==> src/rtl/bitfusion_feeder.sv <==
// Control-side sequencer for the BitFusion array: clears accumulators, drives the
// skewed rd_en wavefront, waits out the drain latency and returns OBUF on a valid/ready port.
//
// state   | meaning
// S_IDLE  | waiting for start; config checked and latched here
// S_CLEAR | one cycle of acc_clear to every row
// S_FEED  | step counter walks 0..F-1 issuing the diagonal wavefront
// S_DRAIN | down-counter covers the array drain latency, OBUF captured at terminal count
// S_OUT   | result held on res_data until res_valid & res_ready
module bitfusion_feeder #(
  parameter int ARRAY_SIZE = 2,
  parameter int DATA_W     = 32,
  parameter int LEN_W      = 8,
  parameter int DRAIN_LAT  = 4
) (
  input  logic                                         clk,
  input  logic                                         RST,
  input  logic                                         start,
  input  logic [LEN_W-1:0]                             len,
  input  logic [2:0]                                   cfg_input_bitwidth,
  input  logic [2:0]                                   cfg_weight_bitwidth,
  input  logic [ARRAY_SIZE-1:0][ARRAY_SIZE-1:0][3:0]   cfg_input_sign,
  input  logic [ARRAY_SIZE-1:0][ARRAY_SIZE-1:0][3:0]   cfg_weight_sign,
  output logic [ARRAY_SIZE-1:0]                        input_rd_en,
  output logic [ARRAY_SIZE-1:0][ARRAY_SIZE-1:0]        weight_rd_en,
  output logic [ARRAY_SIZE-1:0]                        acc_clear,
  output logic [2:0]                                   input_bitwidth,
  output logic [2:0]                                   weight_bitwidth,
  output logic [ARRAY_SIZE-1:0][ARRAY_SIZE-1:0][3:0]   input_sign,
  output logic [ARRAY_SIZE-1:0][ARRAY_SIZE-1:0][3:0]   weight_sign,
  input  logic [ARRAY_SIZE-1:0][DATA_W-1:0]            OBUF,
  output logic                                         res_valid,
  input  logic                                         res_ready,
  output logic [ARRAY_SIZE-1:0][DATA_W-1:0]            res_data,
  output logic                                         busy,
  output logic                                         cfg_err
);

  localparam int N     = ARRAY_SIZE;
  localparam int CNT_W = LEN_W + 1 + $clog2(2 * N);
  localparam int DR_W  = (DRAIN_LAT > 1) ? $clog2(DRAIN_LAT) : 1;
  localparam logic [CNT_W-1:0] SKEW    = CNT_W'(2 * (N - 1));
  localparam logic [DR_W-1:0]  DR_LOAD = DR_W'(DRAIN_LAT - 1);

  typedef enum logic [2:0] {
    S_IDLE,
    S_CLEAR,
    S_FEED,
    S_DRAIN,
    S_OUT
  } state_t;

  state_t            state, state_nxt;
  logic [CNT_W-1:0]  step, step_nxt, step_last;
  logic [DR_W-1:0]   drain_cnt, drain_nxt;
  logic [LEN_W-1:0]  len_q;
  logic              start_ok;
  logic              cfg_ld;
  logic              reject;
  logic              capture;
  logic [N-1:0][N-1:0] wave_nxt;
  logic [N-1:0]        in_nxt;

  function automatic logic code_ok(input logic [2:0] code);
    return (code == 3'b001) || (code == 3'b010) || (code == 3'b100);
  endfunction

  always_comb begin
    start_ok  = code_ok(cfg_input_bitwidth) && code_ok(cfg_weight_bitwidth) && (len != '0);
    state_nxt = state;
    step_nxt  = step;
    drain_nxt = drain_cnt;
    cfg_ld    = 1'b0;
    reject    = 1'b0;
    capture   = 1'b0;
    case (state)
      S_IDLE: begin
        if (start) begin
          if (start_ok) begin
            cfg_ld    = 1'b1;
            state_nxt = S_CLEAR;
          end else begin
            reject = 1'b1;
          end
        end
      end
      S_CLEAR: begin
        state_nxt = S_FEED;
        step_nxt  = '0;
      end
      S_FEED: begin
        if (step == step_last) begin
          state_nxt = S_DRAIN;
          drain_nxt = DR_LOAD;
        end else begin
          step_nxt = step + CNT_W'(1);
        end
      end
      S_DRAIN: begin
        if (drain_cnt == '0) begin
          capture   = 1'b1;
          state_nxt = S_OUT;
        end else begin
          drain_nxt = drain_cnt - DR_W'(1);
        end
      end
      S_OUT: begin
        if (res_ready) state_nxt = S_IDLE;
      end
      default: state_nxt = S_IDLE;
    endcase
  end

  // Enables are registered, so they are decoded from the step value of the coming cycle.
  always_comb begin
    wave_nxt = '0;
    in_nxt   = '0;
    for (int r = 0; r < N; r++) begin
      for (int c = 0; c < N; c++) begin
        wave_nxt[r][c] = (state_nxt == S_FEED) &&
                         (step_nxt >= CNT_W'(r + c)) &&
                         (step_nxt < CNT_W'(r + c) + CNT_W'(len_q));
      end
      in_nxt[r] = wave_nxt[r][0];
    end
  end

  always_ff @(posedge clk or posedge RST) begin
    if (RST) begin
      state     <= S_IDLE;
      step      <= '0;
      drain_cnt <= '0;
    end else begin
      state     <= state_nxt;
      step      <= step_nxt;
      drain_cnt <= drain_nxt;
    end
  end

  always_ff @(posedge clk or posedge RST) begin
    if (RST) begin
      input_rd_en     <= '0;
      weight_rd_en    <= '0;
      acc_clear       <= '0;
      busy            <= 1'b0;
      cfg_err         <= 1'b0;
      res_valid       <= 1'b0;
      res_data        <= '0;
      len_q           <= '0;
      step_last       <= '0;
      input_bitwidth  <= '0;
      weight_bitwidth <= '0;
      input_sign      <= '0;
      weight_sign     <= '0;
    end else begin
      input_rd_en  <= in_nxt;
      weight_rd_en <= wave_nxt;
      acc_clear    <= {N{state_nxt == S_CLEAR}};
      busy         <= (state_nxt != S_IDLE);
      cfg_err      <= reject;
      res_valid    <= (state_nxt == S_OUT);
      if (capture) res_data <= OBUF;
      if (cfg_ld) begin
        len_q           <= len;
        // len is nonzero here, so F-1 cannot underflow
        step_last       <= CNT_W'(len) + SKEW - CNT_W'(1);
        input_bitwidth  <= cfg_input_bitwidth;
        weight_bitwidth <= cfg_weight_bitwidth;
        input_sign      <= cfg_input_sign;
        weight_sign     <= cfg_weight_sign;
      end
    end
  end

endmodule

==> config.mk <==
export PLATFORM = sky130hd
export DESIGN_NAME = bitfusion_feeder
export DESIGN_NICKNAME = d
export VERILOG_FILES = /design/src/rtl/bitfusion_feeder.sv
export SDC_FILE = /design/constraint.sdc
export NUM_CORES = 1
export LEC_CHECK = 0
export BUFFER_PORTS_ARGS = -buffer_cell sky130_fd_sc_hd__buf_2
export CAP_MARGIN = 40
export CORE_MARGIN = 5
export CORE_UTILIZATION = 51
export CTS_CLUSTER_DIAMETER = 150
export CTS_CLUSTER_SIZE = 16
export DETAILED_ROUTE_END_ITERATION = 8
export GPL_TIMING_DRIVEN = 0
export PLACE_DENSITY = 0.89
export SKIP_LAST_GASP = 1
export SLEW_MARGIN = 20
export SYNTH_ARGS = -nofsm -noshare
export SYNTH_HDL_FRONTEND = slang
export SYNTH_SLANG_ARGS = --single-unit
==> constraint.sdc <==
create_clock -name clk -period 7.2 [get_ports clk]
set_clock_uncertainty 0.05 [all_clocks]
set_input_delay 2.16 -clock clk [delete_from_list [all_inputs] [get_ports clk]]
set_output_delay 2.16 -clock clk [all_outputs]
set_load 0.01 [all_outputs]
### Yosys cells after proc, flatten, opt, wreduce, memory -nomap -nowiden

Cells that the tools add are included.

| cells by class | value |
|---|---|
| mux-type cells | 19 |
| reduce and logical (&&, ||, !) cells | 18 |
| $lt $le $gt $ge | 6 |
| equality and inequality tests | 16 |
| add/subtract/negate cells | 6 |

Operators with widths:

| operator | count |
|---|---|
| $ge A11 B1 Y1 const B | 2 |
| $lt A11 B9 Y1 | 2 |
| $pmux W11 S2 | 1 |
| $eq A3 B2 Y1 const B | 5 |
| $mux W3 | 5 |
| $pmux W3 S5 | 1 |
| $eq A3 B1 Y1 const B | 4 |
| $eq A3 B3 Y1 const B | 4 |
| $add A11 B1 Y11 const B | 1 |
| $eq A11 B11 Y1 | 1 |
| $ge A11 B2 Y1 const B | 1 |
| $lt A11 B8 Y1 | 1 |
| $mux W11 | 1 |
| $sub A9 B1 Y10 const B | 1 |
| $add A1 B8 Y9 const A | 1 |
| $add A2 B8 Y9 const A | 1 |
| $add A8 B2 Y9 const B | 1 |
| $logic_and A1 B1 Y1 | 8 |
| $mux W1 | 8 |
| $reduce_bool A8 Y1 | 1 |
| $logic_or A1 B1 Y1 | 4 |
| $mux W2 | 2 |
| $ne A2 B2 Y1 const B | 2 |
| $pmux W2 S2 | 1 |
| other kinds (6) | 6 |

| storage, ports and cells | value |
|---|---|
| word-level logic and storage cells | 88 |
| output and inout bits | 113 |
| input port bits | 114 |
| register bits | 145 |

### Logic depth before layout (Yosys ltp)

| logic depth | value |
|---|---|
| depth in word-level cells | 11 |
| depth in mapped cells | 14 |
| depth with buffers taken out | 12 |

### Worst setup path before layout

No wires, ideal clock.

| path | value |
|---|---|
| path kind | input to register |
| start point | input port len[0] |
| end point | register input_bitwidth[0] |
| path slack | 3.219 ns |
| cell stages on the path | 9 |
| buffers on the path | 2 |
| library setup time | 0.125 ns |
| data required time | 7.025 ns |
| arrival | 3.806 ns |
| path through | inv_1 -> ha_1 -> nand3_1 -> o21ai_0 -> nor3_1 -> and4b_1 -> clkbuf_1 -> buf_1 -> mux2_2 |

| on the way | value |
|---|---|
| cells in the longest elaborated chain, start to end | 5 |

Ends and longest elaborated chain:

| item | line | source |
|---|---|---|
| start: declaration | 19 | `input logic [LEN_W-1:0] len,` |
| $reduce_bool A8 Y1 | 69 | `start_ok = code_ok(cfg_input_bitwidth) && code_ok(cfg_weight_bitwidth) && (len != '0);` |
| $logic_and A1 B1 Y1 | 69 |  |
| $mux W1 | 79 | `if (start_ok) begin` |
| $mux W1 | 78 | `if (start) begin` |
| $mux W1 | 76 | `case (state)` |
| end signal: assignment | 167 | `input_bitwidth <= cfg_input_bitwidth;` |
| end: declaration | 27 | `output logic [2:0] input_bitwidth,` |

No other way between the ends.
A chain may end at the register's enable or synchronous reset.

### Worst setup path in the final report

| path | value |
|---|---|
| start point | input port len[0] |
| end point | register input_sign[11] (netlist bit) |

| on the way | value |
|---|---|
| cells in the longest elaborated chain, start to end | 5 |

Ends and longest elaborated chain:

| item | line | source |
|---|---|---|
| $reduce_bool A8 Y1 | 69 |  |
| $logic_and A1 B1 Y1 | 69 |  |
| $mux W1 | 79 |  |
| $mux W1 | 78 |  |
| $mux W1 | 76 |  |
| end signal: assignment | 169 | `input_sign <= cfg_input_sign;` |
| end: declaration | 29 | `output logic [ARRAY_SIZE-1:0][ARRAY_SIZE-1:0][3:0] input_sign,` |

No other way between the ends.

==> results.cfg <==
[pwr]
p_per_area_mw_per_mm2 = 458
share_seq_of_total_power_pct = 35.2
switching_share_pct = 35.1
comb_power_share_pct = 41.0
power_frac_clock_pct = 23.8
p_leak_nw = 4.19
power_switching_mw = 1.40
irDropWorstVdd_v = 0.000279
p_int_mw = 2.59

[route]
final_antenna_net_count = 0
viasPerCell = 5.35
drt-wirelength-per-cell_microns = 17.8
dr.pass1.iters = 4
remaining_drc_errors = 0
wl_microns = 17300
vias = 5186
drtIter0Drc = 298

[worst_setup_path]
required_ns = 7.45
critical_path_class = input port to flop
cp_max_fo = 10
worstSetupEndpointType = flop
arrival_ns = 4.48
cpPeakStageDelay_ns = 0.52
rrSetupSlack_ns = 3.36
crit_slowest_cell = buf_1
crit_family = buffers and inverters
startpoint_type = input port
path_cells = buf_2 -> inv_1 -> ha_1 -> nand3_1 -> o21ai_0 -> nor3_1 -> and4b_1 -> clkbuf_1 -> buf_1 -> mux2_2
path_buf_inv = 4

[grt]
antenna_found_initial = 1
grt_pass1_wl_microns = 28300
grt_pass1_vias = 5676
grt_max_degree = 100
grtUsageTotal_pct = 22.8
overflow = 0

[clock_tree]
postCtsSetupBuffers = 0
cts_root_buf = clkbuf_16
cts.repair.resized = 0
cts_htree_levels = 4
cts_tree = built
cts.sinks = 142
hold_buffers = 0
clk_pin_slew_worst_paths_ns = 0.06
clk_path_buf_depth = 2
cts_buffers = 17
clk-insertion-delay-late_ns = 0.42

[place]
dpl-instance-area_sq_mm = 0.00805
place_inst = 938
io_buffers = 226
place_congestion = 0.903
place_hpwl_microns = 12800

[synth]
yosys.cell_types.count = 53
synth-compound-area-share_pct = 7.28
avgSynthCellArea_sq_um = 12.4
synth_xor_area_share_pct = 4.31
ys_ff_latch = 142
syn_inst = 536
synth_area_sq_mm = 0.00665
synth_top_family_by_area = multiplexers
yosys.area_share.simple_pct = 8.50
yosysSeqAreaShare_pct = 53.4
synthMuxAreaShare_pct = 18.4
synthAdderAreaFrac_pct = 5.00
syn_nets = 675
yosys_warnings = 0

[final_layout]
drive_above_1_share_pct = 48.6
final_area_sq_mm = 0.00869
fillers = 935
layout.cells.non_filler = 970
area_growth_pct = 30.7
fin_nets = 926

[floorplan]
dieHeight_microns = 124
initial_utilization_pct = 52.3
die_x_microns = 124
die_area_sq_mm = 0.0154
rows = 41
coreArea_sq_mm = 0.0127
io_pins = 227

[timing]
final.min_clock_period_ns = 4.22
setup_viol = 0
drv_slew = 0
worst_slew_pin_slew_ns = 0.868
period_share_pct = 58.7
hold_viol_final = 0
max_freq_ghz = 0.237
slew-limit-headroom_pct = 41.7
rsz0062_at_grt = no
tns_ns = 0

[status]
outcome = finished, final reports clean

[hold_path]
holdCritPathClass = flop to flop

[run]
drv_cap = 0
-- cell usage after synthesis, drive strengths merged --
cell type | instances | area [sq um]
dfrtp | 142 | 3550
mux2 | 105 | 1180
nand2 | 34 | 128
ha | 25 | 313
inv | 24 | 90.1
xnor2 | 24 | 225
nor2 | 20 | 75.1
o21ai | 20 | 100
a21oi | 15 | 75.1
buf | 13 | 75.1
nand3 | 13 | 65.1
clkbuf | 11 | 41.3
nor3 | 8 | 45.0
xor2 | 7 | 61.3
nand4 | 6 | 43.8
o211ai | 6 | 45.0
a31oi | 5 | 31.3
o21a | 5 | 37.5
o31ai | 5 | 42.5
a21o | 4 | 30.0
mux2i | 4 | 40.0
nor2b | 4 | 32.5
nor4 | 4 | 40.0
a2111oi | 3 | 40.0
and3 | 3 | 18.8
o311ai | 3 | 26.3
o41ai | 3 | 26.3
or2 | 3 | 18.8
or4 | 3 | 26.3
maj3 | 2 | 20.0
nand3b | 2 | 15.0
or3 | 2 | 12.5
a2111o | 1 | 11.3
and2 | 1 | 7.51
and4 | 1 | 8.76
and4b | 1 | 10.0
nor4b | 1 | 8.76
nor4bb | 1 | 10.0
o2111ai | 1 | 8.76
o311a | 1 | 10.0
-- registers in the layout (all words and copies together) (netlist names), 8 cells and up --
| signal | cells |
|---|---|
| input_sign | 16 |
| res_data | 64 |
| step | 11 |
| step_last | 9 |
| len_q | 8 |
| weight_sign | 16 |
-- layer usage --
metal | track usage, % | up-vias | part of all wire, %
met3 | 8.06 | 36 | 8.6
met4 | 9.80 | 0 | 2.8
li1 | - | 2416 | -
met2 | 40.2 | 206 | 53
met1 | 24.6 | 2528 | 36
met5 | 0 | - | 0
-- power by group through the flow --
stage               sequential, mW  clock, mW  combinational [mW]
floorplan                     1.53          0               0.884
global placement              1.38          0                1.58
detailed placement            1.40          0                1.64
CTS                           1.40      0.962                1.66
global route                  1.45      0.999                1.80
finish                        1.40      0.949                1.63
-- worst paths after layout --
check | from | endpoint | cells past startpoint
min in group asynchronous | RST | input_sign[11] | 2
max in group asynchronous | RST | res_data[34] | 3
hold / removal | res_data[3] | res_data[3] | 1
setup / recovery | len[0] | input_sign[11] | 10
setup reg to reg | state[2] | weight_rd_en[3] | 13
hold reg to reg | res_data[3] | res_data[3] | 1
-- final cells by class --
class / count / area (sq um) / area share (%)
multi-input combinational: 346 / 2890 / 33.3
antenna: 1 / 2.50 / 0.0288
sequential: 142 / 3550 / 40.9
inverter: 24 / 97.6 / 1.12
buffer: 24 / 116 / 1.34
clock buffer: 19 / 443 / 5.10
clock inverter: 10 / 190 / 2.19
tap: 172 / 215 / 2.48
timing repair buffer: 232 / 1180 / 13.6
-- worst register-to-register path, stage by stage (launching register included) --
cell and delay, ns:
dfrtp_1 0.47, nor2b_4 0.24, and2_2 0.23, o31ai_2 0.09
buf_2 0.19, o311ai_0 0.46, o41ai_1 0.19, clkbuf_2 0.17
buf_1 0.13, ha_1 0.31, nor2b_1 0.14, or4_1 0.40
o21a_1 0.19, a2111oi_1 0.44
-- cells in the final DEF, fill, tap and decap left out, types with 7 or more instances in the layout --
master,count
nor3_1,7
xor2_1,7
buf_2,230
buf_1,7
nand2_1,34
clkbuf_16,17
ha_1,25
o21ai_0,20
clkbuf_1,12
nand3_1,13
dfrtp_1,142
mux2_2,105
inv_1,22
xnor2_1,22
a21oi_1,15
nor2_1,20
-- metrics by stage --
step | util [%] | hold slack (ns) | power, mW | setup slack [ns]
6_report | 68.3 | 0.447 | 3.98 | 2.98
5_1_grt | 68.3 | 0.461 | 4.25 | 2.81
4_1_cts | 68.2 | 0.449 | 4.02 | 2.98
3_5_place_dp | 63.2 | 0.437 | 3.04 | 2.59
3_3_place_gp | 62.9 | 0.432 | 2.95 | -0.375
2_1_floorplan | - | 0.446 | 2.41 | 1.18
-- logic make-up after synthesis --
family	count (synthesis)
flops	142
mux	109
simple gates	107
compound gates	72
buf+inv	48
xor+xnor	31
fa+ha+maj	27
No activity file was read; power rests on OpenSTA's default activity.
